`config.mk`:
```
export PLATFORM = sky130hd
export DESIGN_NAME = apb_slave_regfile_flat
export DESIGN_NICKNAME = d
export VERILOG_FILES = /design/src/rtl/apb_slave_regfile_pkg.sv /design/src/rtl/apb_slave_regfile_if.sv /design/src/rtl/apb_slave_regfile_regbank.sv /design/src/rtl/apb_slave_regfile.sv /design/src/flat_wrapper.sv
export SDC_FILE = /design/constraint.sdc
export NUM_CORES = 1
export LEC_CHECK = 0
export CORE_AREA = 2 2 368 188
export DETAILED_ROUTE_END_ITERATION = 8
export DIE_AREA = 0 0 370 190
export PLACE_DENSITY = 0.83
export SLEW_MARGIN = 20
export SYNTH_ARGS = -nofsm -noshare
export SYNTH_HDL_FRONTEND = slang
export SYNTH_HIERARCHICAL = 1
export SYNTH_SLANG_ARGS = --single-unit
```
`constraint.sdc`:
```
create_clock -name PCLK -period 6.7 [get_ports PCLK]
set_input_delay 1.005 -clock PCLK [delete_from_list [all_inputs] [get_ports PCLK]]
set_output_delay 1.005 -clock PCLK [all_outputs]
set_load 0.02 [all_outputs]
```
`src/rtl/apb_slave_regfile_pkg.sv`:
```
// Shared constants and types for the APB register-file completer.
package apb_pkg;

  localparam int unsigned APB_ADDR_W   = 5;
  localparam int unsigned APB_DATA_W   = 32;
  localparam logic [31:0] ID_VALUE_DEF = 32'hA9B0_0001;

  // Transfer FSM: IDLE waits for setup, ACCESS counts wait states, RESP drives PREADY.
  typedef enum logic [1:0] {
    IDLE   = 2'd0,
    ACCESS = 2'd1,
    RESP   = 2'd2
  } apb_state_e;

endpackage

```
`src/rtl/apb_slave_regfile_if.sv`:
```
// APB bus bundle between one master and the register-file completer.
interface apb_slave_regfile_if #(
  parameter int unsigned ADDR_W = apb_pkg::APB_ADDR_W,
  parameter int unsigned DATA_W = apb_pkg::APB_DATA_W
) ();

  logic              PSELx;
  logic              PENABLE;
  logic              PWRITE;
  logic [ADDR_W-1:0] PADDR;
  logic [DATA_W-1:0] PWDATA;
  logic [DATA_W-1:0] PRDATA;
  logic              PREADY;
  logic              PSLVERR;

  modport master (
    output PSELx, PENABLE, PWRITE, PADDR, PWDATA,
    input  PRDATA, PREADY, PSLVERR
  );

  modport slave (
    input  PSELx, PENABLE, PWRITE, PADDR, PWDATA,
    output PRDATA, PREADY, PSLVERR
  );

endinterface

```
`src/rtl/apb_slave_regfile_regbank.sv`:
```
// Register storage: NUM_REGS words cleared by reset, one write port and one
// combinational read port. Entry 0 is never written by the top (read-only ID).
module apb_regbank #(
  parameter int unsigned DATA_W   = 32,
  parameter int unsigned ADDR_W   = 5,
  parameter int unsigned NUM_REGS = 28
) (
  input  logic              clk_i,
  input  logic              rst_n_i,
  input  logic              we_i,
  input  logic [ADDR_W-1:0] waddr_i,
  input  logic [DATA_W-1:0] wdata_i,
  input  logic [ADDR_W-1:0] raddr_i,
  output logic [DATA_W-1:0] rdata_o
);

  logic [DATA_W-1:0] mem_q [NUM_REGS];

  // Clear all words on reset; otherwise write the addressed word when enabled.
  always_ff @(posedge clk_i or negedge rst_n_i) begin
    if (!rst_n_i) begin
      for (int i = 0; i < int'(NUM_REGS); i++) begin
        mem_q[i] <= '0;
      end
    end else begin
      for (int i = 0; i < int'(NUM_REGS); i++) begin
        if (we_i && (waddr_i == ADDR_W'(i))) begin
          mem_q[i] <= wdata_i;
        end
      end
    end
  end

  // Read mux; indices beyond the implemented range return zero.
  always_comb begin
    rdata_o = '0;
    for (int i = 0; i < int'(NUM_REGS); i++) begin
      if (raddr_i == ADDR_W'(i)) begin
        rdata_o = mem_q[i];
      end else begin
        rdata_o = rdata_o;
      end
    end
  end

endmodule

```
`src/rtl/apb_slave_regfile.sv`:
```
// APB completer with a register bank, programmable wait states and error
// response for out-of-range accesses and writes to the read-only ID word.
module apb_slave_regfile
  import apb_pkg::*;
#(
  parameter int unsigned       DATA_W      = APB_DATA_W,
  parameter int unsigned       ADDR_W      = APB_ADDR_W,
  parameter int unsigned       NUM_REGS    = 28,
  parameter int unsigned       WAIT_CYCLES = 2,
  parameter logic [DATA_W-1:0] ID_VALUE    = ID_VALUE_DEF
) (
  input  logic                PCLK,
  input  logic                PRESETn,
  apb_slave_regfile_if.slave  apb
);

  // One extra bit so NUM_REGS = 2**ADDR_W is representable.
  localparam logic [ADDR_W:0] NUM_REGS_L = (ADDR_W + 1)'(NUM_REGS);
  localparam logic [3:0]      WAIT_LD    = 4'(WAIT_CYCLES);

  apb_state_e        state_q,   state_d;
  logic [3:0]        cnt_q,     cnt_d;
  logic [ADDR_W-1:0] addr_q,    addr_d;
  logic              wr_q,      wr_d;
  logic              pready_q,  pready_d;
  logic              pslverr_q, pslverr_d;
  logic [DATA_W-1:0] prdata_q,  prdata_d;

  logic              we_s;
  logic              err_s;
  logic [DATA_W-1:0] bank_rdata_s;
  logic [DATA_W-1:0] rd_data_s;

  apb_regbank #(
    .DATA_W   (DATA_W),
    .ADDR_W   (ADDR_W),
    .NUM_REGS (NUM_REGS)
  ) u_regbank (
    .clk_i   (PCLK),
    .rst_n_i (PRESETn),
    .we_i    (we_s),
    .waddr_i (addr_q),
    .wdata_i (apb.PWDATA),
    .raddr_i (addr_q),
    .rdata_o (bank_rdata_s)
  );

  // Error decode and read-data select from the latched address and direction.
  always_comb begin
    err_s = ({1'b0, addr_q} >= NUM_REGS_L) || (wr_q && (addr_q == '0));
    if (addr_q == '0) begin
      rd_data_s = ID_VALUE;
    end else begin
      rd_data_s = bank_rdata_s;
    end
  end

  // Next-state, wait counter, commit strobe and registered-response values.
  always_comb begin
    state_d   = state_q;
    cnt_d     = cnt_q;
    addr_d    = addr_q;
    wr_d      = wr_q;
    pready_d  = 1'b0;
    pslverr_d = 1'b0;
    prdata_d  = '0;
    we_s      = 1'b0;
    case (state_q)
      IDLE, RESP: begin
        // A setup phase is accepted from IDLE or directly in the RESP cycle.
        if (apb.PSELx && !apb.PENABLE) begin
          state_d = ACCESS;
          addr_d  = apb.PADDR;
          wr_d    = apb.PWRITE;
          cnt_d   = WAIT_LD;
        end else begin
          state_d = IDLE;
        end
      end
      ACCESS: begin
        if (!apb.PSELx) begin
          state_d = IDLE;
        end else if (apb.PENABLE) begin
          if (cnt_q != 4'd0) begin
            cnt_d = cnt_q - 4'd1;
          end else begin
            state_d   = RESP;
            pready_d  = 1'b1;
            pslverr_d = err_s;
            we_s      = wr_q && !err_s;
            if (!wr_q && !err_s) begin
              prdata_d = rd_data_s;
            end else begin
              prdata_d = '0;
            end
          end
        end else begin
          state_d = ACCESS;
        end
      end
      default: begin
        state_d = IDLE;
      end
    endcase
  end

  // State and response registers; reset abandons any transfer in flight.
  always_ff @(posedge PCLK or negedge PRESETn) begin
    if (!PRESETn) begin
      state_q   <= IDLE;
      cnt_q     <= 4'd0;
      addr_q    <= '0;
      wr_q      <= 1'b0;
      pready_q  <= 1'b0;
      pslverr_q <= 1'b0;
      prdata_q  <= '0;
    end else begin
      state_q   <= state_d;
      cnt_q     <= cnt_d;
      addr_q    <= addr_d;
      wr_q      <= wr_d;
      pready_q  <= pready_d;
      pslverr_q <= pslverr_d;
      prdata_q  <= prdata_d;
    end
  end

  assign apb.PREADY  = pready_q;
  assign apb.PSLVERR = pslverr_q;
  assign apb.PRDATA  = prdata_q;

endmodule

```
`src/flat_wrapper.sv`:
```
// flat-port wrapper written by rule: the top's interface ports become plain ports
module apb_slave_regfile_flat import apb_pkg::*;
#(
  parameter int unsigned       DATA_W      = APB_DATA_W,
  parameter int unsigned       ADDR_W      = APB_ADDR_W,
  parameter int unsigned       NUM_REGS    = 28,
  parameter int unsigned       WAIT_CYCLES = 2,
  parameter logic [DATA_W-1:0] ID_VALUE    = ID_VALUE_DEF
)
  (PCLK, PRESETn, apb_PSELx, apb_PENABLE, apb_PWRITE, apb_PADDR, apb_PWDATA, apb_PRDATA, apb_PREADY, apb_PSLVERR);
  apb_slave_regfile_if #(.ADDR_W(ADDR_W), .DATA_W(DATA_W)) apb_i ();
  input  logic PCLK;
  input  logic PRESETn;
  input wire logic [$bits(apb_i.PSELx)-1:0] apb_PSELx;
  input wire logic [$bits(apb_i.PENABLE)-1:0] apb_PENABLE;
  input wire logic [$bits(apb_i.PWRITE)-1:0] apb_PWRITE;
  input wire logic [$bits(apb_i.PADDR)-1:0] apb_PADDR;
  input wire logic [$bits(apb_i.PWDATA)-1:0] apb_PWDATA;
  output wire logic [$bits(apb_i.PRDATA)-1:0] apb_PRDATA;
  output wire logic [$bits(apb_i.PREADY)-1:0] apb_PREADY;
  output wire logic [$bits(apb_i.PSLVERR)-1:0] apb_PSLVERR;
  assign apb_i.PSELx = apb_PSELx;
  assign apb_i.PENABLE = apb_PENABLE;
  assign apb_i.PWRITE = apb_PWRITE;
  assign apb_i.PADDR = apb_PADDR;
  assign apb_i.PWDATA = apb_PWDATA;
  assign apb_PRDATA = apb_i.PRDATA;
  assign apb_PREADY = apb_i.PREADY;
  assign apb_PSLVERR = apb_i.PSLVERR;
  apb_slave_regfile #(.DATA_W(DATA_W), .ADDR_W(ADDR_W), .NUM_REGS(NUM_REGS), .WAIT_CYCLES(WAIT_CYCLES), .ID_VALUE(ID_VALUE)) u_core (.PCLK(PCLK), .PRESETn(PRESETn), .apb(apb_i));
endmodule
```
==> impl_metrics.sql <==
INSERT INTO impl_metrics (metric_group, metric, value, unit) VALUES
('routing', 'dr_total_vias', '31880', ''),
('floorplan', 'chipWidth', '370', 'um'),
('critical_path', 'critical_path_required', '7.25', 'ns'),
('yosys', 'post-synth-top-area-cell', 'sky130_fd_sc_hd__dfrtp_1', ''),
('yosys', 'yosysSeqAreaShare', '53.88', '%'),
('routing', 'drt.antenna.violating_nets', '0', ''),
('floorplan', 'ioPinCount', '76', ''),
('timing', 'setup-violations-final', '0', ''),
('yosys', 'synth_commonest_cells', 'sky130_fd_sc_hd__dfrtp_1, sky130_fd_sc_hd__mux2_2, sky130_fd_sc_hd__a21oi_1', ''),
('power_and_ir_drop', 'power_leakage', '23.31', 'nW'),
('yosys', 'synth_fp_nets', '3500', ''),
('critical_path', 'critPathLaunch', 'u_core/addr_q[4]$_DFFE_PN0P_', ''),
('job', 'max_cap_viol_count', '0', ''),
('yosys', 'synth_simple_gate_area_share', '5.631', '%'),
('yosys', 'synth_xor_xnor_area_share', '0', '%'),
('grt', 'grt-ovfl-total', '0', ''),
('routing', 'number_of_optimization_iterations_in_the_first_detailed_route_pass', '6', ''),
('power_and_ir_drop', 'power_report.internal_total', '0.009171', 'W'),
('timing', 'post-route-min-period', '5.036', 'ns'),
('yosys', 'largest_family_of_logic_cells_by_synthesized_area', 'multiplexers', ''),
('power_and_ir_drop', 'pwr-share-clk', '35.5', '%'),
('power_and_ir_drop', 'switchingPower', '0.004255', 'W'),
('clock_tree', 'cts_htree_levels', '3', ''),
('clock_tree', 'post_cts_hold_buffer_count', '0', ''),
('floorplan', 'floorplan.die_area', '70300', 'um^2'),
('critical_path', 'critical_path.reg2reg.endpoint', 'u_core/apb.PRDATA[31]$_DFF_PN0_', ''),
('power_and_ir_drop', 'power_density', '280.7', 'nW/um^2'),
('critical_path', 'worst_setup_path_end_kind', 'flip-flop', ''),
('yosys', 'postSynth.asyncResetShare', '100.0', '%'),
('layout', 'drive_gt1_share', '36.45', '%'),
('grt', 'grt_max_usage_layer', 'met1', ''),
('clock_tree', 'cts.root.buffer_cell', 'sky130_fd_sc_hd__clkbuf_16', ''),
('yosys', 'synthFlopType', 'sky130_fd_sc_hd__dfrtp_1', ''),
('floorplan', 'floorplan.rows', '68', ''),
('power_and_ir_drop', 'report.power.total', '0.01343', 'W'),
('critical_path', 'r2r_start', 'u_core/addr_q[4]$_DFFE_PN0P_', ''),
('placed_design', 'dp.cells', '4216', ''),
('timing', 'hold_viol', '0', ''),
('critical_path', 'endpoint', 'u_core/apb.PRDATA[31]$_DFF_PN0_', ''),
('clock_tree', 'clkLatencyLatePin', '0.66', 'ns'),
('placed_design', 'numPortBuffers', '75', ''),
('yosys', 'synth.lib_cells_used.distinct', '91', ''),
('clock_tree', 'cts_post_setup_buffers_inserted', '0', ''),
('clock_tree', 'path_clk_slew', '0.07', 'ns'),
('placed_design', 'hpwlAfterDp', '89250', 'um'),
('floorplan', 'design.core.area', '67640', 'um^2'),
('run_status', 'outcome', 'finished, final reports clean', ''),
('critical_path', 'worstPathArrival', '5.58', 'ns'),
('routing', 'routed_via_density', '7.299', ''),
('yosys', 'postSynthRegisterBits', '942', ''),
('floorplan', 'initial_utilization', '64.68', '%'),
('power_and_ir_drop', 'p_sw_share', '31.69', '%'),
('timing', 'worst_slew_pin_slew', '1.240', 'ns'),
('clock_tree', 'postCtsResizedCells', '0', ''),
('floorplan', 'die_h', '190', 'um'),
('clock_tree', 'tritoncts_clock_tree', 'built', ''),
('timing', 'final_max_slew_viol_count', '0', ''),
('grt', 'grt_util_all_layers', '39.67', '%'),
('timing', 'final.period_utilization', '75.16', '%'),
('timing', 'max_freq', '198.6', 'MHz'),
('timing', 'worst_slack', '1.664', 'ns'),
('layout', 'final_cell_count_no_fill', '4367', ''),
('layout', 'nNetsFinal', '3431', ''),
('grt', 'number_of_antenna_violations_at_the_first_check_in_global_routing', '12', ''),
('timing', 'totalNegativeSetupSlack', '0', 'ns'),
('timing', 'max_slew_margin', '16.40', '%'),
('routing', 'routed_wl', '139000', 'um'),
('yosys', 'synthAdderAreaFrac', '0.02860', '%'),
('clock_tree', 'cts-buffers-inserted', '80', ''),
('layout', 'final_util', '70.71', '%'),
('yosys', 'yosys-top-cells-area', 'sky130_fd_sc_hd__dfrtp_1, sky130_fd_sc_hd__mux2_2, sky130_fd_sc_hd__a21oi_1', '');
[cell type report]
type,instances,area (um^2),area share (%)
sequential,942,23580,49.31
multi-input combinational,2160,18800,39.31
clock buffer,117,2395,5.007
timing repair buffer,183,1593,3.330
tap,910,1139,2.380
clock inverter,26,221.5,0.4630
inverter,21,78.83,0.1648
antenna,8,20.02,0.04185
[power by group through the flow]
| stage | registers (W) | logic (W) | clock network, W |
|---|---|---|---|
| after global routing | 0.00599 | 0.00273 | 0.00503 |
| final | 0.00598 | 0.00269 | 0.00476 |
| after CTS | 0.00597 | 0.00250 | 0.00477 |
| after detailed placement | 0.00608 | 0.00248 | 0 |
| after global placement | 0.00606 | 0.00242 | 0 |
| after floorplan | 0.00598 | 0.00144 | 0 |
[worst max-delay path: stages (launching register included)]
cell	delay, ns
sky130_fd_sc_hd__dfrtp_2	1.00
sky130_fd_sc_hd__buf_4	0.48
sky130_fd_sc_hd__and3b_1	0.71
sky130_fd_sc_hd__nand2_1	0.78
sky130_fd_sc_hd__nor2_1	0.29
sky130_fd_sc_hd__nor3_1	0.10
sky130_fd_sc_hd__a221oi_1	0.79
sky130_fd_sc_hd__o21ai_0	0.45
sky130_fd_sc_hd__o21a_1	0.29
[flip-flops by register name, summed over array words and instances (netlist names)]
signal                  count
u_core/wr_q                 1
u_core/state_q              2
u_core/apb.PREADY           1
u_core/addr_q               5
u_core/apb.PRDATA          32
u_core/apb.PSLVERR          1
u_core/cnt_q                4
u_core/u_regbank/mem_q    896
[metrics by stage]
step / hold WS (ns) / area, um^2
2_1_floorplan: 0.4500 / 43750
4_1_cts: 0.4616 / 47810
5_1_grt: 0.5063 / 47820
3_5_place_dp: 0.4720 / 45190
6_report: 0.4245 / 47830
3_3_place_gp: 0.4688 / 45160
[how the worst min path moves through the flow]
stage                                                         end  slack [ns]  cells after the start
after floorplan                     u_core/state_q[0]$_DFFE_PN0P_        0.45                      1
after global placement    u_core/u_regbank/mem_q[326]$_DFFE_PN0P_        0.47                      1
after detailed placement            u_core/state_q[0]$_DFFE_PN0P_        0.47                      1
after CTS                 u_core/u_regbank/mem_q[487]$_DFFE_PN0P_        0.46                      1
after global routing      u_core/u_regbank/mem_q[463]$_DFFE_PN0P_        0.51                      1
final                     u_core/u_regbank/mem_q[487]$_DFFE_PN0P_        0.42                      1
[metal layers]
metal  routed length (um)  up-vias  share of wire, %
li1                     -    12580                 -
met1                53010    16380                38
met2                56770     2436                41
met3                23220      478                17
met4                 5722        6               4.1
met5                  284        -              0.20
[logic make-up (layout without fill, tap and decap cells)]
family	Yosys count	after routing
fa+ha+maj	1	1
mux	1022	1022
buf+inv	355	347
simple gates	462	462
other cells	0	8
flops	942	942
compound gates	675	675
[layout by cell type (no fill, tap or decap), types with 12 or more instances in the layout]
master                            instances
sky130_fd_sc_hd__nand3_1                 23
sky130_fd_sc_hd__clkbuf_16               83
sky130_fd_sc_hd__o21ai_0                129
sky130_fd_sc_hd__nor2_1                 114
sky130_fd_sc_hd__o22ai_1                 66
sky130_fd_sc_hd__nor4b_1                 24
sky130_fd_sc_hd__o221ai_1                35
sky130_fd_sc_hd__o21a_1                  21
sky130_fd_sc_hd__nor2b_1                 17
sky130_fd_sc_hd__clkbuf_8                19
sky130_fd_sc_hd__mux2i_1                 80
sky130_fd_sc_hd__o21ai_1                 12
sky130_fd_sc_hd__a22o_1                  13
sky130_fd_sc_hd__a221o_1                 15
sky130_fd_sc_hd__clkbuf_1                15
sky130_fd_sc_hd__clkdlybuf4s50_1         62
sky130_fd_sc_hd__a221oi_1                25
sky130_fd_sc_hd__mux4_2                  18
sky130_fd_sc_hd__mux2_2                 922
sky130_fd_sc_hd__a21o_1                  24
sky130_fd_sc_hd__nand2_1                110
sky130_fd_sc_hd__inv_1                   19
sky130_fd_sc_hd__a22oi_1                 47
sky130_fd_sc_hd__o211ai_1                21
sky130_fd_sc_hd__nor3_1                  34
sky130_fd_sc_hd__nand2b_1                18
sky130_fd_sc_hd__clkinv_2                18
sky130_fd_sc_hd__buf_4                  101
sky130_fd_sc_hd__a211oi_1                18
sky130_fd_sc_hd__dfrtp_1                937
sky130_fd_sc_hd__a21oi_1                162
sky130_fd_sc_hd__buf_2                   12
No activity file was read; power rests on OpenSTA's default activity.
